`config.mk`:
```
export PLATFORM = sky130hd
export DESIGN_NAME = fetch_stage
export DESIGN_NICKNAME = d
export VERILOG_FILES = /design/src/rtl/fetch_stage_pkg.sv /design/src/rtl/fetch_stage_if_id_reg.sv /design/src/rtl/fetch_stage.sv
export SDC_FILE = /design/constraint.sdc
export NUM_CORES = 1
export LEC_CHECK = 0
export CAP_MARGIN = 20
export CORE_MARGIN = 2
export CORE_UTILIZATION = 45
export CTS_BUF_LIST = sky130_fd_sc_hd__clkbuf_4
export DETAILED_ROUTE_END_ITERATION = 6
export PLACE_DENSITY = 0.95
export SLEW_MARGIN = 0
export SYNTH_ARGS = -nofsm -noshare
export SYNTH_HDL_FRONTEND = slang
export SYNTH_SLANG_ARGS = --single-unit
```
`constraint.sdc`:
```
create_clock -name clk -period 5.6 [get_ports clk]
set_input_delay 1.68 -clock clk [delete_from_list [all_inputs] [get_ports clk]]
set_output_delay 1.68 -clock clk [all_outputs]
set_load 0.01 [all_outputs]
```
`src/rtl/fetch_stage_pkg.sv`:
```
// Shared core definitions: NOP encoding, register-field positions and the next-PC select.
package fetch_stage_pkg;

  localparam logic [31:0] NOP_INST_WORD = 32'h0000_0000;

  localparam int RS_MSB = 25;
  localparam int RS_LSB = 21;
  localparam int RT_MSB = 20;
  localparam int RT_LSB = 16;

  typedef enum logic [2:0] {
    NPC_RESET,
    NPC_BRANCH,
    NPC_JUMP,
    NPC_HOLD,
    NPC_SEQ
  } npc_sel_e;

endpackage

```
`src/rtl/fetch_stage_if_id_reg.sv`:
```
// Pipeline register between fetch and decode: reset/flush insert a bubble,
// a deasserted write enable holds every field including valid.
module if_id_reg #(
  parameter int          PC_WIDTH = 32,
  parameter logic [31:0] NOP_INST = 32'h0000_0000
) (
  input  logic                clk,
  input  logic                rst,
  input  logic                flush,
  input  logic                en,
  input  logic [31:0]         inst_d,
  input  logic [PC_WIDTH-1:0] pc4_d,
  output logic [31:0]         inst_q,
  output logic [PC_WIDTH-1:0] pc4_q,
  output logic                valid_q
);

  always_ff @(posedge clk) begin
    if (rst || flush) begin
      inst_q  <= NOP_INST;
      pc4_q   <= '0;
      valid_q <= 1'b0;
    end else if (en) begin
      inst_q  <= inst_d;
      pc4_q   <= pc4_d;
      valid_q <= 1'b1;
    end
  end

endmodule

```
`src/rtl/fetch_stage.sv`:
```
// IF stage: owns the PC, redirects on branch/jump and feeds the IF/ID register.
// Optional FETCH_PERF_CNT_EN adds saturating stall/flush counters.
module fetch_stage
  import fetch_stage_pkg::*;
#(
  parameter int                   PC_WIDTH = 32,
  parameter logic [PC_WIDTH-1:0]  RESET_PC = '0,
  parameter logic [31:0]          NOP_INST = NOP_INST_WORD
) (
  input  logic                clk,
  input  logic                rst,
  input  logic                pc_write,
  input  logic                if_id_write,
  input  logic                branch_taken,
  input  logic [PC_WIDTH-1:0] branch_target,
  input  logic                jump,
  input  logic [PC_WIDTH-1:0] jump_target,
  output logic [PC_WIDTH-1:0] inst_addr,
  input  logic [31:0]         inst_in,
  output logic [31:0]         if_id_inst,
  output logic [PC_WIDTH-1:0] if_id_pc4,
  output logic                if_id_valid,
  output logic [4:0]          if_id_rs,
  output logic [4:0]          if_id_rt
`ifdef FETCH_PERF_CNT_EN
  ,
  output logic [31:0]         stall_cycles,
  output logic [31:0]         flush_count
`endif
);

  logic [PC_WIDTH-1:0] pc, pc4, pc_next;
  npc_sel_e            npc_sel;
  logic                redirect;

  assign pc4       = pc + PC_WIDTH'(4);
  assign inst_addr = pc;
  assign redirect  = branch_taken | jump;

  // Branch is older than the jump in ID, so it wins; either redirect beats a stall.
  always_comb begin
    npc_sel = NPC_SEQ;
    if (rst)               npc_sel = NPC_RESET;
    else if (branch_taken) npc_sel = NPC_BRANCH;
    else if (jump)         npc_sel = NPC_JUMP;
    else if (!pc_write)    npc_sel = NPC_HOLD;
  end

  always_comb begin
    pc_next = pc4;
    case (npc_sel)
      NPC_RESET:  pc_next = RESET_PC;
      NPC_BRANCH: pc_next = branch_target;
      NPC_JUMP:   pc_next = jump_target;
      NPC_HOLD:   pc_next = pc;
      default:    pc_next = pc4;
    endcase
  end

  always_ff @(posedge clk) begin
    pc <= pc_next;
  end

  if_id_reg #(
    .PC_WIDTH (PC_WIDTH),
    .NOP_INST (NOP_INST)
  ) u_if_id (
    .clk     (clk),
    .rst     (rst),
    .flush   (redirect),
    .en      (if_id_write),
    .inst_d  (inst_in),
    .pc4_d   (pc4),
    .inst_q  (if_id_inst),
    .pc4_q   (if_id_pc4),
    .valid_q (if_id_valid)
  );

  assign if_id_rs = if_id_inst[RS_MSB:RS_LSB];
  assign if_id_rt = if_id_inst[RT_MSB:RT_LSB];

`ifdef FETCH_PERF_CNT_EN
  always_ff @(posedge clk) begin
    if (rst) begin
      stall_cycles <= '0;
      flush_count  <= '0;
    end else begin
      if (!pc_write && !redirect && stall_cycles != 32'hFFFF_FFFF)
        stall_cycles <= stall_cycles + 32'd1;
      if (redirect && flush_count != 32'hFFFF_FFFF)
        flush_count <= flush_count + 32'd1;
    end
  end
`endif

endmodule
```
==> metrics.txt, run 1 <==
die area 11000 µm²; Place WS 1.45 ns; post-DP HPWL 9.98 mm; # diodes 0; fmax 0.268 GHz; Placement Rows 36; Main synth FF type dfxtp_1; Max Cap Viol 0; Boundary Pins 209; crit share post-route 0.667; initial antenna violation count 0; post-route ant nets 0; IO buf count 208; DRC viols 0; GRT overflow 0; min cycle time layout 3.73 ns; Yosys reg bits 97; clock root buffer master clkbuf_4; worst skew pair latency 0.44 ns; WS Path Type in2reg; critical path peak fanout 38; Synth top area share 0.285; Starting Density 0.464; Finish-stage setup viols 0; clk_skew 0.0117 ns; Sum Neg Setup Slack 0 ns; Post-Synthesis Cells 455; GR Util All Layers 0.248; Crit. End Element register; largest net degree at the start of global routing 89; P_leak 2.52 nW; Yosys warning count 0; most common cell in the netlist dfxtp_1; Syn Std Cell Area 4560 µm²; CTS max path bufs 2; synthesized net count 558; CORE AREA 9820 µm²; setup bufs post-CTS 0; fin nets 739; Area Growth Syn to Fin 48.8%; fin util 0.691; Hold WC Path Type reg2reg; register area share after synthesis 0.496; post-route cell area 6780 µm²; CTS resizes 0; routed vias 4199; RSZ-0062 raised after global routing no; WP data arrival 4.06 ns; 1st-iter DRT viols 169; Synth async-reset ratio 0; First-pass DRT Iterations 5; Slew headroom 0.269; peak supply drop 119 µV; Num CTS Buffers 9; Post-synth top cells dfxtp_1, nor2_1, mux2i_1; startpoint type of the worst setup path primary input; vias in the first global route 4394; Routed wire per std cell 17.8 µm; number of synthesized flops with an enable pin 32; Yosys cell types 37; Cell Pwr Density 221 nW/µm²; Avg Synthesized Cell Area 10.0 µm²; placed cell areas 6620 µm²; Area contributors post-synth dfxtp_1, edfxtp_1, mux2i_1; Num Clock Sinks 97; die height 105 µm; Worst Tran Pin Value 1.10 ns; status finished clean; first-pass GRT wire length 21.7 mm; die width 105 µm; clk slew on worst S/H paths 0.13 ns; PnR worst setup slack 1.87 ns; H-tree levels 3; ratio of cells with drive above 1 in the final layout 0.0608; hold_buf cts 0; cell taking the most area after synthesis dfxtp_1; Pins Over Slew Limit 0; Final Hold Viols 0; CTS tree done; CP required 5.93 ns; total wire length 13.7 mm; GPL Wtd Cong 0.858; vias per inst 5.43
## flip-flops by register name, indices dropped and copies added, names as in the netlist
register and flops:
inst_addr 32, u_if_id.valid_q 1, u_if_id.pc4_q 32, u_if_id.inst_q 32
## report_power, final
group	switching [W]	internal, W	leakage [nW]
clock	0.000221	0.000201	0.0920
sequential	0.0000369	0.000761	0.892
combinational	0.000116	0.000163	1.53
## worst paths after layout
| kind | from | endpoint | slack, ns | cells past startpoint |
|---|---|---|---|---|
| worst max register to register | inst_addr[7]$_DFFE_PP_ | inst_addr[29]$_DFFE_PP_ | 3.54 | 5 |
| worst min register to register | u_if_id.valid_q$_SDFFE_PP0P_ | u_if_id.valid_q$_SDFFE_PP0P_ | 0.49 | 2 |
| worst max-delay path | jump | u_if_id.inst_q[21]$_SDFFE_PP0P_ | 1.87 | 6 |
| worst min-delay path | u_if_id.valid_q$_SDFFE_PP0P_ | u_if_id.valid_q$_SDFFE_PP0P_ | 0.49 | 2 |
## stage by stage
| stage | hold slack (ns) | power (W) | std cells |
|---|---|---|---|
| finish | 0.485 | 0.00150 | 774 |
| global route | 0.520 | 0.00156 | 774 |
| CTS | 0.494 | 0.00151 | 774 |
| detailed placement | 0.476 | 0.00109 | 758 |
| global placement | 0.456 | 0.00108 | 758 |
| floorplan | 0.484 | 0.000926 | 455 |
## critical path: stages
cell,delay (ns)
clkdlybuf4s50_1,0.92
nor3_2,0.10
buf_4,0.26
inv_2,0.55
buf_4,0.42
nor2_1,0.11
## area by class of cell
class	count	area, µm²
Fill cell	765	3040
Sequential cell	97	2260
Timing Repair Buffer	214	2120
Multi-Input combinational cell	306	2040
Tap cell	133	166
Clock buffer	13	97.6
Clock inverter	3	65.1
Inverter	8	30.0
## logic make-up (layout without fill, tap and decap cells)
family,Yosys count,count (layout),share of synthesized area
xor gates and xnor gates,28,28,0.0538
buffers and inverters,52,238,0.0571
and+or+nand+nor,131,131,0.155
adders and majority gates,1,1,0.00274
AOI/OAI and AO/OA,90,90,0.112
muxes,56,56,0.123
DFF,97,97,0.496
## layer usage
layer | global-route usage | vias up | wire, µm
li1 | - | 1970 | -
met1 | 0.271 | 1941 | 5120
met2 | 0.443 | 253 | 6820
met3 | 0.0730 | 35 | 1400
met4 | 0.110 | 0 | 397
met5 | 0 | - | 0
## cell usage in the layout (no fill, tap or decap), drive strengths merged, types with 10 or more instances in the layout
cell	synthesis	layout
nand3	10	10
a21oi	30	30
or3	14	14
xnor2	25	25
nor2	64	64
clkdlybuf4s50	0	206
mux2i	56	56
edfxtp	32	32
dfxtp	65	65
o21ai	36	36
nand2	13	13
clkbuf	18	13
Power figures use the tool's default switching activity.
==> inputs of run 2 (changes only) <==
CORE_UTILIZATION = 39   (was 45)
PLACE_DENSITY = 0.88   (was 0.95)
clock period = 3.25 ns   (was 5.6 ns; I/O delays follow)
==> metrics.txt, run 2 (same netlist as run 1, synthesis figures left out) <==
status finished clean; Placement Rows 39 (+8.3%); fin nets 741 (+0.27%); Multi-input gate area 2040 µm² (unchanged); CP required 2.27 ns (-3.66 ns); Hold WS 0.506 ns (+0.0209 ns); IO buf count 208 (unchanged); first-pass GRT wire length 22.2 mm (+2.2%); Starting Density 0.399 (-0.0650); max incr delay on CP 0.61 ns (-0.31 ns); most frequent cells in the layout clkdlybuf4s50_1, dfxtp_1, nor2_1, mux2i_1, o21ai_0; largest net degree at the start of global routing 68 (-24%); CP Buf/Inv Count 1 (-3); setup bufs post-CTS 0 (unchanged); First-pass DRT Iterations 5 (unchanged); die height 112 µm (+7.1%); 1st-iter DRT viols 260 (+54%); Pins Over Slew Limit 0 (unchanged); post-route cell area 6790 µm² (about the same); Worst Tran Pin Value 0.709 ns (-0.387 ns); # diodes 0 (unchanged); delay-heaviest family, CP buffers and inverters; fmax 0.387 GHz; hold_buf cts 0 (unchanged); Num Clock Sinks 97 (unchanged); fillers 982 (+28%); worst skew pair latency 0.44 ns (about the same); total wire length 13.9 mm (+1.0%); post-DP HPWL 10.1 mm (+1.4%); H-tree levels 3 (unchanged); Sum Neg Setup Slack 0 ns (unchanged); min cycle time layout 2.59 ns; crit share post-route 0.796; Crit. End Element output pin; WS Path Type reg2out; Cell Pwr Density 367 nW/µm² (+66%); peak supply drop 185 µV (+56%); DRC viols 0 (unchanged); CORE AREA 11400 µm² (+16%); most common cell after layout, fill and taps aside clkdlybuf4s50_1; Area Growth Syn to Fin 48.9% (about the same); CTS max path bufs 2 (unchanged); GRT overflow 0 (unchanged); Crit-path slowest cell clkdlybuf4s50_1; die width 112 µm (+7.1%); placed cell areas 6640 µm² (+0.30%); WP data arrival 1.61 ns (-2.45 ns); vias in the first global route 4362 (-0.73%); routed vias 4170 (-0.69%); CTS tree done; cell chain of the critical path clkdlybuf4s50_1; initial antenna violation count 0 (unchanged); Slew headroom 0.526 (+0.257); Hold WC Path Type reg2reg; Finish-stage setup viols 0 (unchanged); Reg area 2260 µm² (unchanged); post-route ant nets 0 (unchanged); startpoint type of the worst setup path register; ratio of cells with drive above 1 in the final layout 0.0591 (-0.00174); vias per inst 5.31 (-2.2%); clock root buffer master clkbuf_4; GPL Wtd Cong 0.874 (+1.9%); Boundary Pins 209 (unchanged); clk slew on worst S/H paths 0.15 ns (+0.02 ns); Max Cap Viol 0 (unchanged); P_leak 2.51 nW (-0.31%); Num CTS Buffers 9 (unchanged); Routed wire per std cell 17.7 µm (-0.54%); CTS resizes 0 (unchanged); GR Util All Layers 0.219 (-0.0288); die area 12600 µm² (+15%); critical path peak fanout 8 (-79%); clk_skew 0.0142 ns (+0.00253 ns); Final Hold Viols 0 (unchanged); RSZ-0062 raised after global routing no
run 2: changes by cell type in the layout (fill, tap and decap cells not counted), sizes merged:
cell and delta:
buf +2, bufinv -1, clkbuf -4, clkinv +3, clkinvlp +1, inv +1
run 2: stage by stage:
step | setup slack (ns) | std cells | utilization | total power (W)
2_1_floorplan | 0.427 | 455 | - | 0.00160
3_5_place_dp | 0.294 | 769 | 0.581 | 0.00188
3_3_place_gp | 0.364 | 769 | 0.581 | 0.00187
5_1_grt | 0.583 | 786 | 0.594 | 0.00260
4_1_cts | 0.626 | 785 | 0.593 | 0.00250
6_report | 0.663 | 786 | 0.594 | 0.00249
run 2: report_power, final:
part	total (W)	switching [W]	internal, W
registers	0.00137	0.0000628	0.00131
clock network	0.000629	0.000402	0.000227
logic	0.000485	0.000203	0.000283
run 2: layout make-up:
| type | count | area share |
|---|---|---|
| Multi-Input combinational cell | 306 | 0.301 |
| Timing Repair Buffer | 216 | 0.316 |
| Sequential cell | 97 | 0.333 |
| Tap cell | 143 | 0.0264 |
| Clock inverter | 7 | 0.00885 |
| Inverter | 8 | 0.00442 |
| Clock buffer | 9 | 0.00996 |
run 2: final timing paths:
kind	end	cells after the start	slack, ns	startpoint
worst min-delay path	u_if_id.pc4_q[4]$_SDFFE_PP0P_	2	0.51	u_if_id.pc4_q[4]$_SDFFE_PP0P_
worst min register to register	u_if_id.pc4_q[4]$_SDFFE_PP0P_	2	0.51	u_if_id.pc4_q[4]$_SDFFE_PP0P_
worst max-delay path	inst_addr[6]	1	0.66	inst_addr[6]$_DFFE_PP_
worst max register to register	inst_addr[29]$_DFFE_PP_	5	1.15	inst_addr[7]$_DFFE_PP_
run 2: metal layers:
layer | GRT usage | wire [µm] | part of all wire
met2 | 0.374 | 6830 | 0.49
met5 | 0 | 0 | 0
met1 | 0.254 | 5380 | 0.39
met4 | 0.0854 | 340 | 0.024
met3 | 0.0740 | 1340 | 0.097
